[src/rtl/alu_issue_stage.sv]
`default_nettype none
// ============================================================================
// Module      : alu_issue_stage
// Description : Decode/issue stage for the 16-bit ALU. Decodes a fetched
//               instruction into ALU opcode, operands and writeback target,
//               applies single-source forwarding, and holds the result in a
//               registered ID/EX slot with valid/ready handshake and flush.
// Revision    : 1.0 - initial release
// ============================================================================
module alu_issue_stage #(
  parameter logic [3:0]  T_REG_IDX = 4'd8,
  parameter int unsigned CNT_W     = 16
) (
  input  logic             clk,
  input  logic             rst,
  input  logic             if_valid,
  input  logic [15:0]      if_instr,
  output logic             if_ready,
  output logic [2:0]       rf_rx_addr,
  output logic [2:0]       rf_ry_addr,
  input  logic [15:0]      rf_rx_data,
  input  logic [15:0]      rf_ry_data,
  input  logic             fwd_en,
  input  logic [3:0]       fwd_addr,
  input  logic [15:0]      fwd_data,
  input  logic             flush,
  input  logic             out_ready,
  output logic             out_valid,
  output logic [7:0]       alu_opcode,
  output logic [15:0]      alu_in1,
  output logic [15:0]      alu_in2,
  output logic             wb_en,
  output logic [3:0]       wb_addr,
  output logic             illegal,
  output logic [CNT_W-1:0] issue_cnt,
  output logic [CNT_W-1:0] illegal_cnt
);

  // ALU opcode codes
  localparam logic [7:0] OP_ADD   = 8'h19;
  localparam logic [7:0] OP_SUB   = 8'h1A;
  localparam logic [7:0] OP_AND   = 8'h1B;
  localparam logic [7:0] OP_OR    = 8'h1C;
  localparam logic [7:0] OP_XOR   = 8'h1D;
  localparam logic [7:0] OP_NOT   = 8'h1E;
  localparam logic [7:0] OP_SLL   = 8'h1F;
  localparam logic [7:0] OP_SRL   = 8'h20;
  localparam logic [7:0] OP_SRA   = 8'h21;
  localparam logic [7:0] OP_EQUAL = 8'h23;
  localparam logic [7:0] OP_LT    = 8'h25;
  localparam logic [7:0] OP_EMPTY = 8'h0B;

  // Major opcode field values
  localparam logic [4:0] MAJ_RRR   = 5'b11100;
  localparam logic [4:0] MAJ_RR    = 5'b11101;
  localparam logic [4:0] MAJ_SHIFT = 5'b00110;
  localparam logic [4:0] MAJ_ADDIU = 5'b01001;
  localparam logic [4:0] MAJ_LI    = 5'b01101;
  localparam logic [15:0] NOP_WORD = 16'h0800;

  localparam logic [CNT_W-1:0] CNT_ONE = {{(CNT_W-1){1'b0}}, 1'b1};

  logic [4:0]  major;
  logic [2:0]  rx;
  logic [2:0]  ry;
  logic [2:0]  rz;
  logic [15:0] rx_val;
  logic [15:0] ry_val;
  logic        accept;

  logic [7:0]  d_opcode;
  logic [15:0] d_in1;
  logic [15:0] d_in2;
  logic        d_wb_en;
  logic [3:0]  d_wb_addr;
  logic        d_illegal;

  assign major = if_instr[15:11];
  assign rx    = if_instr[10:8];
  assign ry    = if_instr[7:5];
  assign rz    = if_instr[4:2];

  assign rf_rx_addr = rx;
  assign rf_ry_addr = ry;

  // The slot can take a new instruction when empty or being drained this cycle
  assign if_ready = !out_valid | out_ready;
  assign accept   = if_valid & if_ready & ~flush;

  // Operand values with the in-flight EX/MEM result bypassed over the RF read
  assign rx_val = (fwd_en && (fwd_addr == {1'b0, rx})) ? fwd_data : rf_rx_data;
  assign ry_val = (fwd_en && (fwd_addr == {1'b0, ry})) ? fwd_data : rf_ry_data;

  // Instruction decode; anything not matched falls through as illegal
  always_comb begin
    d_opcode  = OP_EMPTY;
    d_in1     = 16'h0000;
    d_in2     = 16'h0000;
    d_wb_en   = 1'b0;
    d_wb_addr = 4'h0;
    d_illegal = 1'b1;
    case (major)
      MAJ_RRR: begin
        if (if_instr[1:0] == 2'b01 || if_instr[1:0] == 2'b11) begin
          d_opcode  = (if_instr[1]) ? OP_SUB : OP_ADD;
          d_in1     = rx_val;
          d_in2     = ry_val;
          d_wb_en   = 1'b1;
          d_wb_addr = {1'b0, rz};
          d_illegal = 1'b0;
        end
      end
      MAJ_RR: begin
        d_in1     = rx_val;
        d_in2     = ry_val;
        d_wb_en   = 1'b1;
        d_wb_addr = {1'b0, rx};
        d_illegal = 1'b0;
        case (if_instr[4:0])
          5'b01100: d_opcode = OP_AND;
          5'b01101: d_opcode = OP_OR;
          5'b01110: d_opcode = OP_XOR;
          5'b01111: begin
            d_opcode = OP_NOT;
            d_in1    = 16'h0000;
          end
          5'b01010: begin
            d_opcode  = OP_EQUAL;
            d_wb_addr = T_REG_IDX;
          end
          5'b00010: begin
            d_opcode  = OP_LT;
            d_wb_addr = T_REG_IDX;
          end
          default: begin
            d_in1     = 16'h0000;
            d_in2     = 16'h0000;
            d_wb_en   = 1'b0;
            d_wb_addr = 4'h0;
            d_illegal = 1'b1;
          end
        endcase
      end
      MAJ_SHIFT: begin
        if (if_instr[1:0] != 2'b01) begin
          // imm3 of 0 is passed through; the ALU treats it as a shift by 8
          case (if_instr[1:0])
            2'b00:   d_opcode = OP_SLL;
            2'b10:   d_opcode = OP_SRL;
            default: d_opcode = OP_SRA;
          endcase
          d_in1     = {13'h0000, if_instr[4:2]};
          d_in2     = ry_val;
          d_wb_en   = 1'b1;
          d_wb_addr = {1'b0, rx};
          d_illegal = 1'b0;
        end
      end
      MAJ_ADDIU: begin
        d_opcode  = OP_ADD;
        d_in1     = rx_val;
        d_in2     = {{8{if_instr[7]}}, if_instr[7:0]};
        d_wb_en   = 1'b1;
        d_wb_addr = {1'b0, rx};
        d_illegal = 1'b0;
      end
      MAJ_LI: begin
        d_opcode  = OP_ADD;
        d_in2     = {8'h00, if_instr[7:0]};
        d_wb_en   = 1'b1;
        d_wb_addr = {1'b0, rx};
        d_illegal = 1'b0;
      end
      default: begin
        if (if_instr == NOP_WORD) begin
          d_illegal = 1'b0;
        end
      end
    endcase
  end

  // ID/EX slot, illegal pulse and counters; flush beats accept
  always_ff @(posedge clk or negedge rst) begin
    if (!rst) begin
      out_valid   <= 1'b0;
      alu_opcode  <= 8'h00;
      alu_in1     <= 16'h0000;
      alu_in2     <= 16'h0000;
      wb_en       <= 1'b0;
      wb_addr     <= 4'h0;
      illegal     <= 1'b0;
      issue_cnt   <= '0;
      illegal_cnt <= '0;
    end else begin
      illegal <= accept & d_illegal;
      if (flush) begin
        out_valid <= 1'b0;
      end else if (accept) begin
        out_valid  <= 1'b1;
        alu_opcode <= d_opcode;
        alu_in1    <= d_in1;
        alu_in2    <= d_in2;
        wb_en      <= d_wb_en;
        wb_addr    <= d_wb_addr;
      end else if (out_ready) begin
        out_valid <= 1'b0;
      end
      if (accept) begin
        issue_cnt <= issue_cnt + CNT_ONE;
        if (d_illegal) begin
          illegal_cnt <= illegal_cnt + CNT_ONE;
        end
      end
    end
  end

endmodule
`default_nettype wire

[config.mk]
export PLATFORM = sky130hd
export DESIGN_NAME = alu_issue_stage
export DESIGN_NICKNAME = d
export VERILOG_FILES = /design/src/rtl/alu_issue_stage.sv
export SDC_FILE = /design/constraint.sdc
export NUM_CORES = 1
export LEC_CHECK = 0
export CORE_MARGIN = 2
export CORE_UTILIZATION = 50
export CTS_CLUSTER_DIAMETER = 100
export DETAILED_ROUTE_END_ITERATION = 8
export DONT_BUFFER_PORTS = 1
export PLACE_DENSITY = 0.65
export SETUP_SLACK_MARGIN = 0.15
export SYNTH_ARGS = -nofsm -noshare
export SYNTH_HDL_FRONTEND = slang
export SYNTH_SLANG_ARGS = --single-unit
[constraint.sdc]
create_clock -name clk -period 3.5 [get_ports clk]
set_input_delay 1.05 -clock clk [delete_from_list [all_inputs] [get_ports clk]]
set_output_delay 1.05 -clock clk [all_outputs]
set_load 0.1 [all_outputs]
==> reports/metrics.yaml <==
critical_path_required_ps: 2450
crit_arrival_ps: 1570
path_cells: "nand2b_1, buf_4"
p_leak_nw: 2.162
grt_overflow: 0
p_total_mw: 2.872
clk_pin_slew_worst_paths_ps: 80
seq_power_share_pct: 50.6
cts_setup_buffers: 0
dp_hpwl_mm: 7.451
nNetsFinal: 487
io_pins: 160
ir_drop_uv: 377.6
synth_area_um2: 4144
status: "complete, no violations"
row_count: 33
grt_usage_pct: 23.20
synth-edff-count: 0
grt_use_met3_pct: 8.538
vias: 3134
cts-root-buf: "clkbuf_8"
io_buffers: 0
die_h_um: 95.04
clk_latency_ps: 350
start_util_pct: 50.95
dp.cells: 505
drt-initial-drc-count: 250
core_um2: 8134
worst_pin_slew_ps: 1081
place_congestion: 0.9060
use_met1_pct: 27.76
rsz0062_at_grt: "false"
htree_levels: 3
critPathMaxStageDelay_ps: 340
clockPowerShare_pct: 27.0
antenna_found_initial: 0
fin_crit_ps: 2622
whs_ps: 385.1
die_w_um: 95.04
syn_area_per_cell_um2: 10.08
ys_seq_area_share_pct: 46.50
cts-resized-gates: 0
cts_buffers: 9
maxCapViolCount: 0
finalSetupTns_ps: 0
ctsHoldBuffers: 0
area_growth_pct: 8.575
hold_path_class: "input pin to async pin"
clock_path_buffers: 2
drc: 0
slew_headroom_pct: 27.43
critPathTopFamily: "buffers and inverters"
fin_crit_sh_pct: 74.90
yosysUniqueCellTypes: 59
busiest_layer: "met2"
use_met2_pct: 39.07
grt_pass1_wl_mm: 16.02
slowest_stage: "buf_4"
p_per_area_nw_per_um2: 638.3
post_drt_wl_per_cell_um: 19.32
internal_power_mw: 1.593
combinationalPowerShare_pct: 22.4
via_per_inst: 6.027
drive_above_1_share_pct: 11.08
drtAntennaViolNets: 0
grt_max_degree: 78
crit_path_end_kind: "primary output"
grt_pass1_vias: 3106
cp_max_fo: 4
critPathBufInv: 1
synthFlopType: "dfrtp_1"
finalClockSkew_ps: 7.468
worstSetupStartpointType: "input pin"
synthCells: 411
path_class: "input pin to primary output"
crit_start: "out_ready"
setup_viol: 0
diodes: 0
ys_ff_latch: 77
dieArea_um2: 9033
dr.pass1.iters: 4
clock.fmax_mhz: 381.4
power.switching_mw: 1.279
switching_share_pct: 44.55
synthArstFlopShare_pct: 100.0
rr_startpoint: "illegal_cnt[7]"
final_cells: 520
yosys_warnings: 0
cts_sinks: 77
cts_tree: "yes"
hold_viol: 0
wl_mm: 10.05
finalMaxSlewViolations: 0
==> registers in the layout, summed over array words and instances, names as in the netlist <==
signal and cells:
wb_addr 4, alu_opcode 6, out_valid 1, alu_in2 16, illegal 1, illegal_cnt 16
issue_cnt 16, wb_en 1, alu_in1 16
==> kinds of logic (layout without fill, tap and decap cells) <==
family	Yosys count	count (layout)	share of synthesized area, %
AOI/OAI and AO/OA	80	80	13.16
buffers and inverters	36	39	4.348
and+or+nand+nor	145	145	19.47
muxes	33	33	8.001
xor gates and xnor gates	37	37	7.820
adders and majority gates	2	2	0.6038
other	1	2	0.09049
DFF	77	77	46.50
==> power by group through the flow <==
stage                     clock network [mW]  logic, mW  registers, mW
after floorplan                            0      0.255           1.77
after global placement                     0      0.638           1.47
after detailed placement                   0      0.647           1.47
after CTS                              0.788      0.648           1.46
after global routing                   0.835      0.686           1.47
final                                  0.774      0.643           1.45
==> layout by cell type (no fill, tap or decap), types with 3 or more instances in the layout <==
cell type,n
and4_1,4
nor3_1,11
mux2i_1,32
o211a_1,9
o22ai_1,4
a21o_1,3
clkbuf_8,12
buf_4,20
a22o_1,3
and3_1,7
a22oi_1,7
a21oi_1,8
nor2_1,18
or3_1,4
xnor2_1,17
dfrtp_1,77
nand3_1,7
and2_1,5
nand2b_1,6
nand2_1,43
nor4_1,8
xor2_1,20
o21ai_0,31
nand4_1,12
inv_1,4
==> synth_stat cells, drive strengths merged (2+ instances only) <==
cell type  count  area (um2)
a21o           3       22.52
a21oi          8       40.04
a22o           3       26.28
a22oi          7       52.55
and2           5       31.28
and3           7       43.79
and4           4       35.03
buf           17       108.9
clkbuf        15       56.30
dfrtp         77        1927
ha             2       25.02
inv            4       15.01
mux2i         32       320.3
nand2         44       165.2
nand2b         6       37.54
nand3          7       35.03
nand3b         2       18.77
nand4         12       75.07
nand4b         2       17.52
nor2          18       67.56
nor2b          2       12.51
nor3          12       71.32
nor4           9       71.32
nor4b          3       32.53
o211a          9       90.09
o21a           2       15.01
o21ai         32       160.2
o221a          2       22.52
o22ai          4       25.02
or3            4       25.02
or4            2       15.01
xnor2         17       148.9
xor2          20       175.2
==> layout make-up <==
class	instances	area, um2
flip-flops and latches	77	1927
repair buffers	20	150.1
fillers	716	3635
clock buffers	12	165.2
well taps	105	131.4
multi-input cells	299	2043
clock inverters	3	67.56
inverters	4	15.01
==> path summary, 6_finish.rpt <==
kind                       slack [ps]         endpoint  depth (start not counted)
min in group clk                  520   illegal_cnt[9]                          1
max in group asynchronous        2990      alu_in2[14]                          0
min                               390     issue_cnt[8]                          0
max                               880         if_ready                          2
min reg2reg                       520   illegal_cnt[9]                          1
max reg2reg                      1310  illegal_cnt[14]                          5
==> through the flow <==
| step | cell area (um2) | util, % | setup slack [ps] |
|---|---|---|---|
| 3_3_place_gp | 4267 | 52.45 | 648.2 |
| 3_5_place_dp | 4267 | 52.45 | 559.4 |
| 2_1_floorplan | 4148 | - | 328.1 |
| 5_1_grt | 4499 | 55.31 | 686.0 |
| 4_1_cts | 4499 | 55.31 | 880.9 |
| 6_report | 4499 | 55.31 | 878.4 |
==> per-layer routing <==
layer | wire [um] | part of all wire [%] | vias up
met5 | 0 | 0 | -
met4 | 113 | 1.1 | 0
met3 | 938 | 9.3 | 10
met2 | 5023 | 50 | 141
met1 | 3970 | 40 | 1508
li1 | - | - | 1475
Power figures use the tool's default switching activity.
==> patch 1 (same settings) <==
Make the reset (`rst`) synchronous in one clocked block.
--- a/src/rtl/alu_issue_stage.sv
+++ b/src/rtl/alu_issue_stage.sv
@@ -182,3 +182,3 @@
   // ID/EX slot, illegal pulse and counters; flush beats accept
-  always_ff @(posedge clk or negedge rst) begin
+  always_ff @(posedge clk) begin
     if (!rst) begin
Behaviour: differs if rst is asserted again (counterexample within 4 cycles, from zero or initial values and one cycle with rst low); with rst held inactive, the same outputs for 10 cycles.
==> patch 1 against the unedited design <==
  * First-iteration DRC count fell by 56%
  * Wire length increased by 7.8%
  * Global-route usage grew 0.61 points
  * Sequential share of layout area fell by 7.8 points
  * Hold slack better by 0.11 ns
  * Clock skew is essentially flat
  * Setup slack got worse by 0.099 ns
  * Cell area is 2.3% lower
  * Maximum frequency decreased by 3.6%
  * Sequential cell count unchanged
  * Via count is 14% higher
  * Synthesized area shrank 2.5%
Power is not compared: it rests on default switching activity, and its combinational part moved more than twofold at a synthesized area within 25%.
==> patch 1: results (changes against the unedited design) <==
Status
  – Run status: finished, final reports clean

Yosys
  – Synth Area in Compound Gates: 18.6% (+5.4 points)
  – Synth Area in Adders: 0.619% (+0.016 points)
  – Register area share after synthesis: 38.2% (-8.3 points)
  – Synth Area in XOR/XNOR: 3.69% (-4.1 points)
  – Synth cell count leaders: dfxtp_1 (77), nor2_1 (41), nand2_1 (34), mux2i_1 (33), a21oi_1 (32)
  – Yosys cell types: 60 (+1.7%)
  – Mux cell area share after synthesis: 8.18% (+0.17 points)
  – Synth top area cells: dfxtp_1 (38%), mux2i_1 (8.2%), a21oi_1 (4.0%), nor2_1 (3.8%), nand2_1 (3.2%)
  – Synth async-reset ratio: 0% (-100 points)

Detailed routing
  – DRT Wirelength: 10.8 mm (+7.8%)
  – DRT iter0 DRCs: 110 (-56%)

Placed design
  – Gpl congestion: 0.855 (-5.6%)
  – Post-DP HPWL: 8.00 mm (+7.4%)

Power
  – P_leak: about 1.6 nW

Worst setup path
  – Crit-path slowest cell: a2111oi_0
  – Crit Path Max Fanout: 16 (+12)
  – Worst EP arrival: 2.98 ns (+1.41 ns)
  – CP top delay family: compound AO/OA/AOI/OAI gates
  – CP max stage delay: 0.54 ns (+0.20 ns)
  – Crit path kind: in2reg

Global routing
  – First-pass GRT wire length: 16.5 mm (+2.8%)
  – Largest net degree at the start of global routing: 34 (-56%)
  – Tot GR Track Use: 23.8% (+0.61 points)
  – Number of global-route vias before repair: 3209 (+3.3%)

CTS
  – Root buf cell: clkbuf_8
  – Clock tree buffer depth: 2 (unchanged)
  – Clk_lat worst skew: 0.35 ns (about the same)

Layout
  – Core Util, Final: 56.6% (+1.3 points)
  – Fraction of layout cells with a size suffix above 1: 9.87% (-1.2 points)
  – Final nets: 547 (+12%)
  – Filler cells: 718 (+0.28%)

Timing
  – Tightest Pin Transition: 1.15 ns (+0.0687 ns)
  – Clock skew: 0.00755 ns (+0.0000808 ns)

Worst hold path
  – HP Class: reg2reg
==> patch 1: cell types whose count changed in the layout (fill, tap and decap cells not counted), moves of 7 or more <==
cell | before | now
a21oi_1 | 8 | 32
dfrtp_1 | 77 | 0
dfxtp_1 | 0 | 77
nand2_1 | 43 | 34
nand3_1 | 7 | 16
nor2_1 | 18 | 41
o211a_1 | 9 | 1
o21ai_0 | 31 | 20
o22a_1 | 0 | 7
o31a_1 | 0 | 8
o31ai_1 | 0 | 11
or4_1 | 2 | 11
xor2_1 | 20 | 5
==> patch 1: path summary, 6_finish.rpt <==
kind	startpoint	to	slack [ns]	depth (start not counted)
worst min-delay path	issue_cnt[1]$_SDFFE_PN0P_	issue_cnt[1]$_SDFFE_PN0P_	0.50	2
worst max register to register	illegal_cnt[4]$_SDFFE_PN0P_	illegal_cnt[8]$_SDFFE_PN0P_	1.11	5
worst max-delay path	if_instr[12]	alu_in1[8]$_SDFFE_PN0P_	0.78	5
worst min register to register	issue_cnt[1]$_SDFFE_PN0P_	issue_cnt[1]$_SDFFE_PN0P_	0.50	2
==> patch 1: worst reg2reg max path, delay by kind of cell, from the launching register on <==
kind	cells	cell delay, ns
simple gates	4	1.13
flops	1	1.01
compound gates	1	0.16
==> patch 1: cell type report <==
cell class / instances / share of cell area [%]
clock buffers: 10 / 2.90
flip-flops and latches: 77 / 35.1
clock inverters: 6 / 2.53
inverters: 9 / 0.768
well taps: 102 / 2.90
repair buffers: 25 / 4.27
multi-input cells: 349 / 51.6
==> patch 1: logic make-up (layout without fill, tap and decap cells) <==
family / count (synthesis) / after routing
DFF: 77 / 77
xor gates and xnor gates: 17 / 17
other: 1 / 2
buffers and inverters: 51 / 50
and+or+nand+nor: 182 / 182
adders and majority gates: 2 / 2
AOI/OAI and AO/OA: 113 / 113
muxes: 33 / 33
==> patch 1: layer usage <==
layer / wire length, µm / part of all wire, % / global-route usage (%)
met1: 4620 / 43 / 31.1
met2: 5140 / 47 / 36.8
met3: 943 / 8.7 / 8.43
met5: 0 / 0 / 0
met4: 129 / 1.2 / 7.37
==> patch 1: through the flow <==
| stage | hold WS (ns) | total power [W] | std cells | setup WS, ns |
|---|---|---|---|---|
| after global routing | 0.533 | 0.00200 | 578 | 0.652 |
| after CTS | 0.506 | 0.00195 | 578 | 0.804 |
| after floorplan | 0.876 | 0.00116 | 477 | 0.223 |
| after detailed placement | 0.495 | 0.00115 | 562 | 0.441 |
| after global placement | 0.477 | 0.00114 | 562 | 0.546 |
| final | 0.499 | 0.00193 | 578 | 0.780 |
==> patch 1: power groups by stage <==
stage	Sequential, W	Clock (W)	Combinational (W)
CTS	0.000959	0.000822	0.000167
finish	0.000959	0.000807	0.000167
global placement	0.000980	0	0.000165
floorplan	0.00100	0	0.000156
global route	0.000961	0.000860	0.000181
detailed placement	0.000980	0	0.000167
==> patch 2 (same flow settings) <==
Without the edit above. Set the parameter `CNT_W` to 14 (it was 16).
--- a/src/rtl/alu_issue_stage.sv
+++ b/src/rtl/alu_issue_stage.sv
@@ -11,3 +11,3 @@
   parameter logic [3:0]  T_REG_IDX = 4'd8,
-  parameter int unsigned CNT_W     = 16
+  parameter int unsigned CNT_W     = 14
 ) (
Ports: changed (resized illegal_cnt and issue_cnt); port bits go from 160 to 156. No check against the original RTL was run, so the function may have changed too.
==> patch 2 against the unedited design <==
  * Synthesized area fell by 5.8%
  * Via count fell by 6.4%
  * Wire length fell by 4.9%
  * Core utilization fell by 0.50 points
  * Cell area fell by 6.8%
  * Sequential cell count fell by 4
  * First-iteration DRC count fell by 55%
  * Setup slack improved by 0.0027 ns
  * Highest routed layer unchanged
  * Clock power fell by 12%
  * Synthesized cell count fell by 5.4%
  * Total power fell by 5.8%
==> patch 2: results (changes against the unedited design) <==
Status
  – Run status: finished, final reports clean

Detailed routing
  – DRT Wirelength: 9.55 mm (-4.9%)
  – Vias per inst: 5.96 (-1.1%)
  – DRT iter0 DRCs: 112 (-55%)

Global routing
  – Number of global-route vias before repair: 2908 (-6.4%)
  – GR Util met2: 37.7% (-1.4 points)
  – GRT met3 Usage: 6.35% (-2.2 points)
  – First-pass GRT wire length: 15.3 mm (-4.5%)
  – GR Util met1: 29.8% (+2.1 points)
  – Largest net degree at the start of global routing: 74 (-5.1%)
  – Tot GR Track Use: 23.0% (-0.15 points)

Yosys
  – Synth top area cells: dfrtp_1 (47%), mux2i_1 (8.2%), nand2_1 (4.1%), xnor2_1 (3.8%), o21ai_0 (3.5%)
  – Register area share after synthesis: 46.8% (+0.30 points)
  – Synth async-reset ratio: 100% (unchanged)
  – Synth cell count leaders: dfrtp_1 (73), nand2_1 (43), mux2i_1 (32), o21ai_0 (27), nor2_1 (18)
  – Yosys cell types: 54 (-8.5%)

Power
  – Worst IR Drop VDD: 0.495 mV (+31%)
  – P_leak: 1.92 nW (-11%)

CTS
  – Clk_lat worst skew: ~0.34 ns

Layout
  – Final nets: 462 (-5.1%)

Timing
  – Slew margin rel.: 29.6% (+2.2 points)
  – Worst Slack Setup Final: 0.881 ns (+0.00269 ns)
  – Fin Hold WS: 0.400 ns (+0.0145 ns)
  – Clock skew: 0.00522 ns (-0.00225 ns)

Worst setup path
  – Crit Path Max Fanout: 3 (-1)
  – Reg-to-reg endpoint: issue_cnt[13]$_DFFE_PN0P_
  – R2R Setup Slk: 1.17 ns (-0.14 ns)
  – CP max stage delay: 0.24 ns (-0.10 ns)

Placed design
  – Pre-CTS setup slack: 0.629 ns (+0.0695 ns)
  – Placed cell areas: 3990 µm² (-6.5%)
  – Post-DP HPWL: 7.03 mm (-5.6%)
[patch 2: changes by cell type after synthesis, moves of 3 or more]
cell and change:
dfrtp_1 -4, o21ai_0 -4, xor2_1 -5, o21ai_1 +6
a22oi_1 +4, clkbuf_1 -5, and4_1 -3, and2_1 -5
a22o_1 -3, or3_1 -4
[patch 2: worst max path at each step]
stage,start,endpoint
final,out_ready,if_ready
after global routing,out_valid$_DFFE_PN0P_,if_ready
after CTS,out_valid$_DFFE_PN0P_,if_ready
after detailed placement,if_instr[11],illegal_cnt[1]$_DFFE_PN0P_
after global placement,if_instr[0],illegal_cnt[1]$_DFFE_PN0P_
after floorplan,out_ready,alu_in2[6]$_DFFE_PN0P_
[patch 2: worst register-to-register path, delay by kind of cell, from the launching register on]
| family | cells | cell delay, ns |
|---|---|---|
| XOR/XNOR | 1 | 0.18 |
| flip-flops | 1 | 0.36 |
| buffers and inverters | 3 | 0.63 |
| AND/OR/NAND/NOR | 4 | 1.02 |
[patch 2: area by class of cell]
type	instances	area, µm²
Clock buffer	11	151
Clock inverter	4	51.3
Fill cell	705	3460
Inverter	4	15.0
Multi-Input combinational cell	284	1910
Sequential cell	73	1830
Tap cell	102	128
Timing Repair Buffer	14	105
[patch 2: power breakdown]
part	total, W	internal (W)	switching, W
combinational	0.000402	0.000142	0.000260
clock	0.000681	0.000366	0.000315
sequential	0.00162	0.000922	0.000701
[patch 2: logic make-up (layout without fill, tap and decap cells)]
| family | Yosys count | after routing | share of synthesized area (%) |
|---|---|---|---|
| AOI/OAI and AO/OA | 83 | 83 | 14.2 |
| xor gates and xnor gates | 32 | 32 | 7.18 |
| adders and majority gates | 2 | 2 | 0.641 |
| buffers and inverters | 33 | 33 | 4.39 |
| DFF | 73 | 73 | 46.8 |
| muxes | 34 | 34 | 8.78 |
| other | 1 | 2 | 0.0961 |
| and+or+nand+nor | 131 | 131 | 17.9 |
[patch 2: per-layer routing]
layer | part of all wire (%) | up-vias | routed length, µm
li1 | - | 1389 | -
met1 | 42 | 1410 | 4050
met2 | 48 | 122 | 4620
met3 | 8.1 | 11 | 771
met4 | 1.2 | 0 | 112
met5 | 0 | - | 0
[patch 2: per-stage QoR]
step,power (W),std cells
final,0.00271,492
after global routing,0.00282,492
after CTS,0.00273,492
after detailed placement,0.00205,477
after global placement,0.00203,477
after floorplan,0.00198,390
